File: config.mk
export PLATFORM = sky130hd
export DESIGN_NAME = disp_vramarb
export DESIGN_NICKNAME = d
export VERILOG_FILES = /design/src/rtl/disp_pkg.sv /design/src/rtl/disp_rr_sel.sv /design/src/rtl/disp_vramarb.sv
export SDC_FILE = /design/constraint.sdc
export NUM_CORES = 1
export LEC_CHECK = 0
export CORE_AREA = 2 2 129 131
export DETAILED_ROUTE_END_ITERATION = 7
export DIE_AREA = 0 0 131 133
export HOLD_SLACK_MARGIN = 0.06
export PLACE_DENSITY = 0.69
export REMOVE_ABC_BUFFERS = 1
export SLEW_MARGIN = 20
export SYNTH_ARGS = -nofsm -noshare
export SYNTH_HDL_FRONTEND = slang
export SYNTH_HIERARCHICAL = 1
export SYNTH_SLANG_ARGS = --single-unit
File: constraint.sdc
create_clock -name ACLK -period 5.2 [get_ports ACLK]
set_input_delay 0.78 -clock ACLK [delete_from_list [all_inputs] [get_ports ACLK]]
set_output_delay 0.78 -clock ACLK [all_outputs]
set_load 0.03 [all_outputs]
File: src/rtl/disp_pkg.sv
// Shared constants and types for the display VRAM read-path blocks.
package disp_pkg;

  localparam int AXI_LEN_W = 8;
  localparam int BEAT_CNT_W = AXI_LEN_W + 1;

  localparam logic MST_DISP = 1'b0;
  localparam logic MST_DRAW = 1'b1;

  typedef enum logic [2:0] {
    ST_IDLE = 3'b001,
    ST_ADDR = 3'b010,
    ST_DATA = 3'b100
  } arb_state_e;

endpackage

File: src/rtl/disp_rr_sel.sv
// Two-way round-robin picker: the requester that was not served last wins a tie.
module disp_rr_sel
  import disp_pkg::*;
(
  input  logic [1:0] req,
  input  logic       last_gnt,
  output logic [1:0] gnt_oh
);

  always_comb begin
    // NOTE: default first so no path leaves gnt_oh unassigned and no latch is inferred.
    gnt_oh = 2'b00;
    if (req == 2'b11) begin
      gnt_oh = (last_gnt == MST_DISP) ? 2'b10 : 2'b01;
    end else begin
      gnt_oh = req;
    end
  end

endmodule

File: src/rtl/disp_vramarb.sv
// 2:1 AXI4 read arbiter for the VRAM read port; one burst in flight, grant held until RLAST.
module disp_vramarb
  import disp_pkg::*;
#(
  parameter int ADDR_W = 32,
  parameter int DATA_W = 64
) (
  input  logic                 ACLK,
  input  logic                 ARST,

  input  logic [ADDR_W-1:0]    M0_ARADDR,
  input  logic [AXI_LEN_W-1:0] M0_ARLEN,
  input  logic                 M0_ARVALID,
  output logic                 M0_ARREADY,
  output logic [DATA_W-1:0]    M0_RDATA,
  output logic                 M0_RLAST,
  output logic                 M0_RVALID,
  input  logic                 M0_RREADY,

  input  logic [ADDR_W-1:0]    M1_ARADDR,
  input  logic [AXI_LEN_W-1:0] M1_ARLEN,
  input  logic                 M1_ARVALID,
  output logic                 M1_ARREADY,
  output logic [DATA_W-1:0]    M1_RDATA,
  output logic                 M1_RLAST,
  output logic                 M1_RVALID,
  input  logic                 M1_RREADY,

  output logic [ADDR_W-1:0]    S_ARADDR,
  output logic [AXI_LEN_W-1:0] S_ARLEN,
  output logic                 S_ARVALID,
  input  logic                 S_ARREADY,
  input  logic [DATA_W-1:0]    S_RDATA,
  input  logic                 S_RLAST,
  input  logic                 S_RVALID,
  output logic                 S_RREADY,

  output logic                 LENERR
);

  arb_state_e            state;
  logic                  gnt;
  logic                  last_gnt;
  logic [BEAT_CNT_W-1:0] beat_cnt;
  logic [BEAT_CNT_W-1:0] len_ext;

  logic [1:0] gnt_oh;
  logic       in_idle;
  logic       in_data;
  logic       hs0;
  logic       hs1;
  logic       gnt_rready;
  logic       beat;

  disp_rr_sel u_rr_sel (
    .req      ({M1_ARVALID, M0_ARVALID}),
    .last_gnt (last_gnt),
    .gnt_oh   (gnt_oh)
  );

  assign in_idle = (state == ST_IDLE);
  assign in_data = (state == ST_DATA);

  assign M0_ARREADY = in_idle & gnt_oh[0];
  assign M1_ARREADY = in_idle & gnt_oh[1];
  assign hs0        = M0_ARVALID & M0_ARREADY;
  assign hs1        = M1_ARVALID & M1_ARREADY;

  // Read data fans out to both masters; only the granted side ever sees RVALID/RLAST.
  assign gnt_rready = (gnt == MST_DRAW) ? M1_RREADY : M0_RREADY;
  assign S_RREADY   = in_data & gnt_rready;
  assign M0_RDATA   = S_RDATA;
  assign M1_RDATA   = S_RDATA;
  assign M0_RVALID  = in_data & (gnt == MST_DISP) & S_RVALID;
  assign M1_RVALID  = in_data & (gnt == MST_DRAW) & S_RVALID;
  assign M0_RLAST   = in_data & (gnt == MST_DISP) & S_RLAST;
  assign M1_RLAST   = in_data & (gnt == MST_DRAW) & S_RLAST;

  assign beat    = S_RVALID & S_RREADY;
  assign len_ext = {1'b0, S_ARLEN};

  // NOTE: all state uses <= so every branch below reads the values from before this edge.
  always_ff @(posedge ACLK) begin
    if (ARST) begin
      state     <= ST_IDLE;
      gnt       <= MST_DISP;
      last_gnt  <= MST_DRAW;
      beat_cnt  <= '0;
      S_ARADDR  <= '0;
      S_ARLEN   <= '0;
      S_ARVALID <= 1'b0;
      LENERR    <= 1'b0;
    end else begin
      unique case (state)
        ST_IDLE: begin
          if (hs0 || hs1) begin
            S_ARADDR  <= hs1 ? M1_ARADDR : M0_ARADDR;
            S_ARLEN   <= hs1 ? M1_ARLEN : M0_ARLEN;
            gnt       <= hs1 ? MST_DRAW : MST_DISP;
            beat_cnt  <= '0;
            S_ARVALID <= 1'b1;
            state     <= ST_ADDR;
          end
        end
        ST_ADDR: begin
          if (S_ARREADY) begin
            S_ARVALID <= 1'b0;
            state     <= ST_DATA;
          end
        end
        ST_DATA: begin
          if (beat) begin
            if (beat_cnt != '1) beat_cnt <= beat_cnt + 1'b1;
            // beat_cnt counts beats before this one, so the last beat must see exactly ARLEN.
            if (S_RLAST) begin
              if (beat_cnt != len_ext) LENERR <= 1'b1;
              last_gnt <= gnt;
              state    <= ST_IDLE;
            end else if (beat_cnt >= len_ext) begin
              LENERR <= 1'b1;
            end
          end
        end
        default: state <= ST_IDLE;
      endcase
    end
  end

endmodule

==> Word-level counts from Yosys, hierarchy flattened <==
Cells that the tools add are included.
{ "word_totals": {"reg_bits": 56} }
{ "classes": {"mux": 21, "n_eq_ne": 12, "n_addsub": 1, "n_reduce_logical": 10, "n_lt_le_gt_ge": 1, "n_bitwise": 13} }
{ "ops": {"columns": ["operator", "n"], "rows": [
  ["32-bit 2-to-1 mux", 1],
  ["9-bit 2-to-1 mux", 3],
  ["9-bit one-hot mux with 2 select lines", 1],
  ["1-bit bitwise AND", 12],
  ["3-bit 2-to-1 mux", 4],
  ["4-bit AND reduction", 3],
  ["9-bit by 1-bit adder with 9-bit output, second input constant", 1],
  ["9-bit by 8-bit >= comparator with 1-bit output", 1],
  ["9-bit by 8-bit != test with 1-bit output", 1],
  ["9-bit != test, second input constant", 1],
  ["3-bit one-hot mux with 3 select lines", 1],
  ["8-bit 2-to-1 mux", 1],
  ["2-bit by 1-bit != test with 1-bit output, second input constant", 4],
  ["1-bit 2-to-1 mux", 7],
  ["3-bit AND reduction", 2],
  ["2-bit nonzero test", 3],
  ["2-bit 2-to-1 mux", 2],
  ["2-bit != test, second input constant", 2],
  ["3-bit by 1-bit == test with 1-bit output, second input constant", 1],
  ["3-bit by 2-bit == test with 1-bit output, second input constant", 1],
  ["3-bit == test, second input constant", 1],
  ["2-bit == test, second input constant", 1],
  ["1-bit one-hot mux with 2 select lines", 1],
  ["2-bit AND reduction", 1],
  ["2 further kinds", 2]
]} }

==> Depth between registers and ports, before layout <==
Gate-level depths: netlist (run 1).
{ "logic_depth": {"ltp_word": 7, "depth_mapped": 8, "ltp_nobuf": 8} }

==> Modules after synthesis <==
The synthesis (run 1) kept the hierarchy.
{ "by_module_without_submodules": {"columns": ["mod", "seq_area_each_um2", "n_inst", "cells_each", "area_each_um2"], "rows": [
  ["disp_vramarb", 1121.1, 1, 430, 3709.8],
  ["disp_rr_sel", 0.0, 1, 3, 18.8]
]} }

==> Least setup slack after synthesis (run 1) <==
Ideal clock, no wire load.
{ "synth_timing": {"path_type": "reg-to-output", "start": "reg state[2]", "end": "out M0_RLAST", "n_path_buf": 1, "arrival_ns": 1.612, "slack_ns": 2.808, "stages_incl_launch_ff": 4, "path_cell_list": "dfxtp_1 > or3b_1 > buf_2 > nor3b_1"} }
{ "synth_via": {"elab_chain_cells": 3} }
{ "synth_lines": {"columns": ["element", "line", "source"], "rows": [
  ["from (decl)", "disp_vramarb.sv:41", "arb_state_e state;"],
  ["from (signal assigned)", "disp_vramarb.sv:85", "state <= ST_IDLE;"],
  ["from (signal assigned)", "disp_vramarb.sv:102", "state <= ST_ADDR;"],
  ["from (signal assigned)", "disp_vramarb.sv:108", "state <= ST_DATA;"],
  ["3-bit == test", "disp_vramarb.sv:62", "assign in_data = (state == ST_DATA);"],
  ["1-bit bitwise AND (2 in series)", "disp_vramarb.sv:76", "assign M0_RLAST = in_data & (gnt == MST_DISP) & S_RLAST;"],
  ["to (decl)", "disp_vramarb.sv:16", "output logic M0_RLAST,"]
]} }
Every way passes these cells.

==> Worst setup path in the final report (run 1) <==
{ "layout_timing": {"start": "in M1_ARVALID", "end": "out M1_ARREADY"} }
{ "layout_via": {"elab_chain_cells": 3} }
{ "layout_lines": {"columns": ["element", "line", "source"], "rows": [
  ["from (decl)", "disp_vramarb.sv:22", "input logic M1_ARVALID,"],
  ["2-bit == test", "disp_rr_sel.sv:13", "if (req == 2'b11) begin"],
  ["2-bit 2-to-1 mux (*)", "disp_rr_sel.sv:13", null],
  ["named net gnt_oh[1]", "disp_vramarb.sv:47", "logic [1:0] gnt_oh;"],
  ["1-bit bitwise AND (*)", "disp_vramarb.sv:65", "assign M1_ARREADY = in_idle & gnt_oh[1];"],
  ["to (decl)", "disp_vramarb.sv:23", "output logic M1_ARREADY,"]
]} }
Mark *: on every way through the listed nets, which the timed path passes. The rest lies on a longest branch.

==> run metrics, run 1 <==
CP arrival 2.70 ns; syn avg cell area 8.611 um^2; H-tree levels 2; die width 131 um; post-DP HPWL 16440 um; endpoints failing setup 0; register area share after synthesis 30.07%; fillers 1741; Nets 594; Peak supply drop 0.1071 mV; DIE AREA 17420 um^2; DRT iter0 DRCs 103; count of different cell masters after synthesis 38; Syn. warnings 6; Max-cap violations 0; Site Rows 47; Max Transition Viols Final 0; Resize count post-CTS 0; Worst Clk Skew 0.004583 ns; GR Overflow Total 0; RSZ-0062 raised after global routing no; Main synth FF type dfxtp_1; CP Max Fanout 4; Worst Path Required 4.42 ns; pwr dens 273.7 nW/um^2; Tot Pwr 0.001229 W; largest net degree at the start of global routing 82; DR DRC count 0; Peak Freq 287.3 MHz; clk sinks 56; insertion delay to the later sink of the worst-skew pair 0.30 ns; DR WL/cell 30.09 um; CTS tree built; Hold Crit Class reg -> reg; share of post-route cells with drive strength above 1 3.704%; CP Launch Type primary input; final wirelength 19620 um; DR vias 3061; GP Congestion 0.8877; cells after synthesis 433; # diodes 0; DR pass1 iterations 5; relative slew slack 29.05%; Area Overhead vs Synth 20.47%; CP endpoint kind primary output; final std cells w/o fill 652; Post-synth EDFFs 0; CTS Buf Count 5; Max clock buf depth 2; Via density 4.695; status completed; setup_tns 0 ns; setup bufs post-CTS 0; Slew @ Worst Pin 1.064 ns; Die Y-Extent 133 um; Post-Syn Area 3729 um^2; clock-pin slew on the worst setup and hold paths 0.07 ns; Hold Buf Count CTS 0; post-layout min period 3.480 ns; DP Cell Count 644; Ports 330; crit path kind in -> out; GRT Overall Usage 21.95%; Final period util 66.93%; Core ar. 16170 um^2; LEAKAGE 1.533 nW; post-synthesis async set-or-reset flop share 0%; initial antenna violation count 0; I/O Buffers 137; CTS root buffer clkbuf_16; Detail Route Antenna Nets 0; Final Hold Fails 0; Initial Util 23.06%; vias in the first global route 3002; post-synthesis register bit count 56; first-pass GRT wire length 25370 um
layout make-up:
type,instances,area (um^2),share of cell area [%]
clock inverters,1,7.507,0.1671
well taps,220,275.3,6.128
repair buffers,138,1374,30.58
multi-input cells,218,1526,33.98
inverters,12,45.04,1.003
clock buffers,7,142.6,3.175
flip-flops and latches,56,1121,24.96
routing by layer:
layer	GRT usage (%)	up-vias	share of wire [%]
met5	11.76	-	1.3
met4	13.36	6	6.3
met3	24.75	49	24
met2	30.17	327	40
met1	17.62	1328	28
li1	-	1351	-
power by group:
group          switching (W)  leakage (nW)  internal, W
logic               0.000191          1.00     0.000183
clock network       0.000169        0.0701     0.000193
registers          0.0000256         0.458     0.000467
total               0.000386          1.53     0.000843
layout by cell type, fill, tap and decap left out, types with 3 or more instances in the layout:
cell type and n:
xnor2_1 6, o21ai_0 4, nand2_1 8, dfxtp_1 56, mux2i_1 42, clkdlybuf4s50_1 136, a22oi_1 3, a211oi_1 41
nand2b_1 3, inv_1 12, ha_1 10, nor3_1 6, a21oi_1 8, nor3b_1 3, nor4_1 4, clkbuf_16 5
nor2_1 55
metrics by stage:
step | worst slack (ns) | hold slack [ns] | cell area, um^2 | utilization, %
after floorplan | 2.105 | 0.4526 | 2679 | -
after global placement | 1.752 | 0.4462 | 4342 | 26.85
after detailed placement | 1.723 | 0.4574 | 4342 | 26.85
after CTS | 1.738 | 0.4684 | 4492 | 27.78
after global routing | 1.634 | 0.5156 | 4492 | 27.78
final | 1.720 | 0.4640 | 4492 | 27.78
cell families after synthesis:
family	synth area share, %
buf+inv	29.36
simple gates	12.48
compound gates	12.05
flops	30.07
mux	11.28
fa+ha+maj	3.356
xor+xnor	1.409
cell usage after synthesis, types with 2 or more instances:
cell type,n,area (um^2)
nand3_1,3,15.01
o21ai_0,4,20.02
a21oi_1,8,40.04
nand2b_1,3,18.77
and4_1,2,17.52
nor3_1,6,30.03
a211oi_1,41,307.8
and2_1,2,12.51
inv_1,12,45.04
buf_2,2,10.01
nor3b_1,3,22.52
nand2_1,8,30.03
nor2_1,55,206.5
buf_4,132,991.0
clkbuf_1,12,45.04
dfxtp_1,56,1121
nor4_1,4,25.02
xnor2_1,6,52.55
mux2i_1,42,420.4
nor2b_1,2,12.51
and3_1,2,12.51
ha_1,10,125.1
a22oi_1,3,22.52
final timing paths:
kind / from / endpoint / slack (ns) / depth (start not counted)
setup / recovery: M1_ARVALID / M1_ARREADY / 1.72 / 4
hold / removal: S_ARVALID / S_ARVALID / 0.46 / 2
setup reg to reg: state[0] / S_ARADDR[0] / 2.48 / 6
hold reg to reg: S_ARVALID / S_ARVALID / 0.46 / 2
worst max-delay path, stage by stage:
cell and delay, ns:
clkdlybuf4s50_1 0.56, a21boi_0 0.47, and2_1 0.22, clkdlybuf4s50_1 0.67
flip-flops by register name (all words and copies together) (netlist names):
name and count:
S_ARADDR 32, beat_cnt 9, S_ARLEN 8, state 3, LENERR 1, S_ARVALID 1
gnt 1, last_gnt 1
(Power assumes the default switching activity.)
==> run 2, diff against run 1 <==
==> constraint.sdc (replaced) <==
create_clock -name ACLK -period 3.4 [get_ports ACLK]
set_input_delay 0.51 -clock ACLK [delete_from_list [all_inputs] [get_ports ACLK]]
set_output_delay 0.51 -clock ACLK [all_outputs]
set_load 0.03 [all_outputs]
==> run 2 against run 1 <==
  * Clock skew increased by 0.0055 ns
  * Sequential power up 53%
  * Core utilization up 0.13 points
  * Die area did not move
  * Register-to-register slack got worse by 1.2 ns
  * Combinational power increased by 55%
  * Final cell count up 0.31%
  * First-iteration DRC count up 56%
  * Design area rose by 0.47%
  * Setup slack got worse by 1.3 ns
  * Highest routed layer unchanged
==> run metrics, run 2 (same netlist as run 1, synthesis figures left out) <==
Initial Util 23.06% (unchanged); GP Congestion 0.8863 (-0.16%); Tot Pwr 0.001872 W (+52%); Max clock buf depth 2 (unchanged); Nets 596 (+0.34%); setup_tns 0 ns (unchanged); crit path kind in -> out; CP Max Fanout 4 (unchanged); post-layout min period 2.951 ns; DR WL/cell 30.30 um (+0.71%); GRT Overall Usage 22.10% (+0.16 points); Worst Path Required 2.89 ns (-1.53 ns); share of post-route cells with drive strength above 1 4.378% (+0.67 points); Max Transition Viols Final 0 (unchanged); Layout Utilization 27.91% (+0.13 points); Site Rows 47 (unchanged); largest net degree at the start of global routing 82 (unchanged); Seq. cell area 1121 um^2 (unchanged); pwr dens 414.7 nW/um^2 (+52%); Final period util 86.79%; Post-DP Area 4369 um^2 (+0.63%); Hold Crit Class reg -> reg; vias in the first global route 2916 (-2.9%); area of the multi-input gates 1526 um^2 (unchanged); Resize count post-CTS 0 (unchanged); clk sinks 56 (unchanged); status completed; P_int 0.001272 W (+51%); most common cell after layout, fill and taps aside clkdlybuf4s50_1; Die Y-Extent 133 um (unchanged); Bufs and invs on worst path 2 (unchanged); DRT iter0 DRCs 161 (+56%); post-DP HPWL 16550 um (+0.69%); worst hold slack 0.4699 ns (+0.005908 ns); RSZ-0062 raised after global routing no; CTS tree built; insertion delay to the later sink of the worst-skew pair 0.30 ns (about the same); final instance area 4513 um^2 (+0.47%); final wirelength 19820 um (+1.0%); CP arrival 2.44 ns (-0.26 ns); most used cell, CP clkdlybuf4s50_1; first-pass GRT wire length 25450 um (+0.30%); Largest Register S_ARADDR; Sw Pwr 0.0006000 W (+55%); initial antenna violation count 0 (unchanged); slowest CP cell clkdlybuf4s50_1; DR vias 3075 (+0.46%); largest registers S_ARADDR x32, beat_cnt x9, S_ARLEN x8; Detail Route Antenna Nets 0 (unchanged); CTS root buffer clkbuf_16; Slew @ Worst Pin 0.8430 ns (-0.2213 ns); CP endpoint kind primary output; Worst Clk Skew 0.01011 ns (+0.005530 ns); most frequent cells in the layout clkdlybuf4s50_1, dfxtp_1, nor2_1; Clk pwr share 28.8% (-0.7 points); I/O Buffers 137 (unchanged); Ports 330 (unchanged); Seq pwr share 40.3% (+0.2 points); Core ar. 16170 um^2 (unchanged); endpoints failing setup 0 (unchanged); DR pass1 iterations 4 (-1); combinational fraction of design power 30.9% (+0.5 points); Hold Buf Count CTS 0 (unchanged); setup bufs post-CTS 0 (unchanged); fillers 1714 (-1.6%); Peak supply drop 0.2048 mV (+91%); DIE AREA 17420 um^2 (unchanged); Area Overhead vs Synth 21.04%; Max-cap violations 0 (unchanged); CTS Buf Count 5 (unchanged); H-tree levels 2 (unchanged); Final Hold Fails 0 (unchanged); Worst path max stage delay 0.67 ns (about the same); clock-pin slew on the worst setup and hold paths 0.08 ns (about the same); sw frac 32.06% (+0.66 points); GR Overflow Total 0 (unchanged); max FFs per register 32 (unchanged); # diodes 0 (unchanged); Top delay family on crit path buffers and inverters; Peak Freq 338.9 MHz; LEAKAGE 1.549 nW (+1.0%); relative slew slack 43.80% (+15 points); Via density 4.702 (+0.15%); worst-path cell chain clkdlybuf4s50_1, a21boi_0, and2_1, clkdlybuf4s50_1; CP Launch Type primary input; die width 131 um (unchanged); DR DRC count 0 (unchanged)
## run 2: cell count changes in the layout (fill, tap and decap cells not counted)
cell / before / now
clkinv_4: 0 / 1
buf_4: 1 / 2
clkinv_2: 0 / 2
clkbuf_8: 1 / 0
clkinvlp_4: 1 / 0
buf_12: 0 / 1
clkbuf_1: 1 / 0
## run 2: worst paths after layout
| kind | startpoint | end | slack (ns) | cells past startpoint |
|---|---|---|---|---|
| max | M1_ARVALID | M1_ARREADY | 0.45 | 4 |
| min | S_ARVALID | S_ARVALID | 0.47 | 2 |
| max reg2reg | last_gnt | beat_cnt[5] | 1.26 | 6 |
| min reg2reg | S_ARVALID | S_ARVALID | 0.47 | 2 |
## run 2: area by class of cell
| cell class | instances | share of cell area [%] |
|---|---|---|
| tap | 220 | 6.099 |
| timing repair buffer | 140 | 31.05 |
| sequential | 56 | 24.84 |
| clock inverter | 3 | 0.4159 |
| inverter | 12 | 0.9981 |
| clock buffer | 5 | 2.772 |
| multi-input combinational | 218 | 33.82 |
## run 2: metal layers
metal | vias to the layer above | global-route usage [%] | routed length [um]
met3 | 57 | 25.72 | 4955
met2 | 322 | 30.08 | 7887
met1 | 1337 | 17.73 | 5458
li1 | 1351 | - | -
met4 | 8 | 12.83 | 1252
met5 | - | 12.35 | 265
## run 2: metrics by stage
| stage | instances | setup slack, ns |
|---|---|---|
| after detailed placement | 646 | 0.4578 |
| after CTS | 654 | 0.4701 |
| final | 654 | 0.4491 |
| after global routing | 654 | 0.3880 |
| after global placement | 646 | 0.5101 |
| after floorplan | 286 | 0.5748 |
## run 2: worst reg2reg max path: stages, from the launching register on
cell      delay, ns
dfxtp_1        0.34
a21boi_0       0.44
a22oi_1        0.24
o32a_2         0.46
nor4_1         0.36
xnor2_1        0.16
nor2_1         0.05
## run 2: power groups by stage
stage | combinational [W] | clock, W | sequential (W)
2_1_floorplan | 0.000196 | 0 | 0.000867
5_1_grt | 0.000620 | 0.000578 | 0.000763
6_report | 0.000578 | 0.000538 | 0.000755
3_3_place_gp | 0.000576 | 0 | 0.000769
3_5_place_dp | 0.000580 | 0 | 0.000769
4_1_cts | 0.000583 | 0.000559 | 0.000755
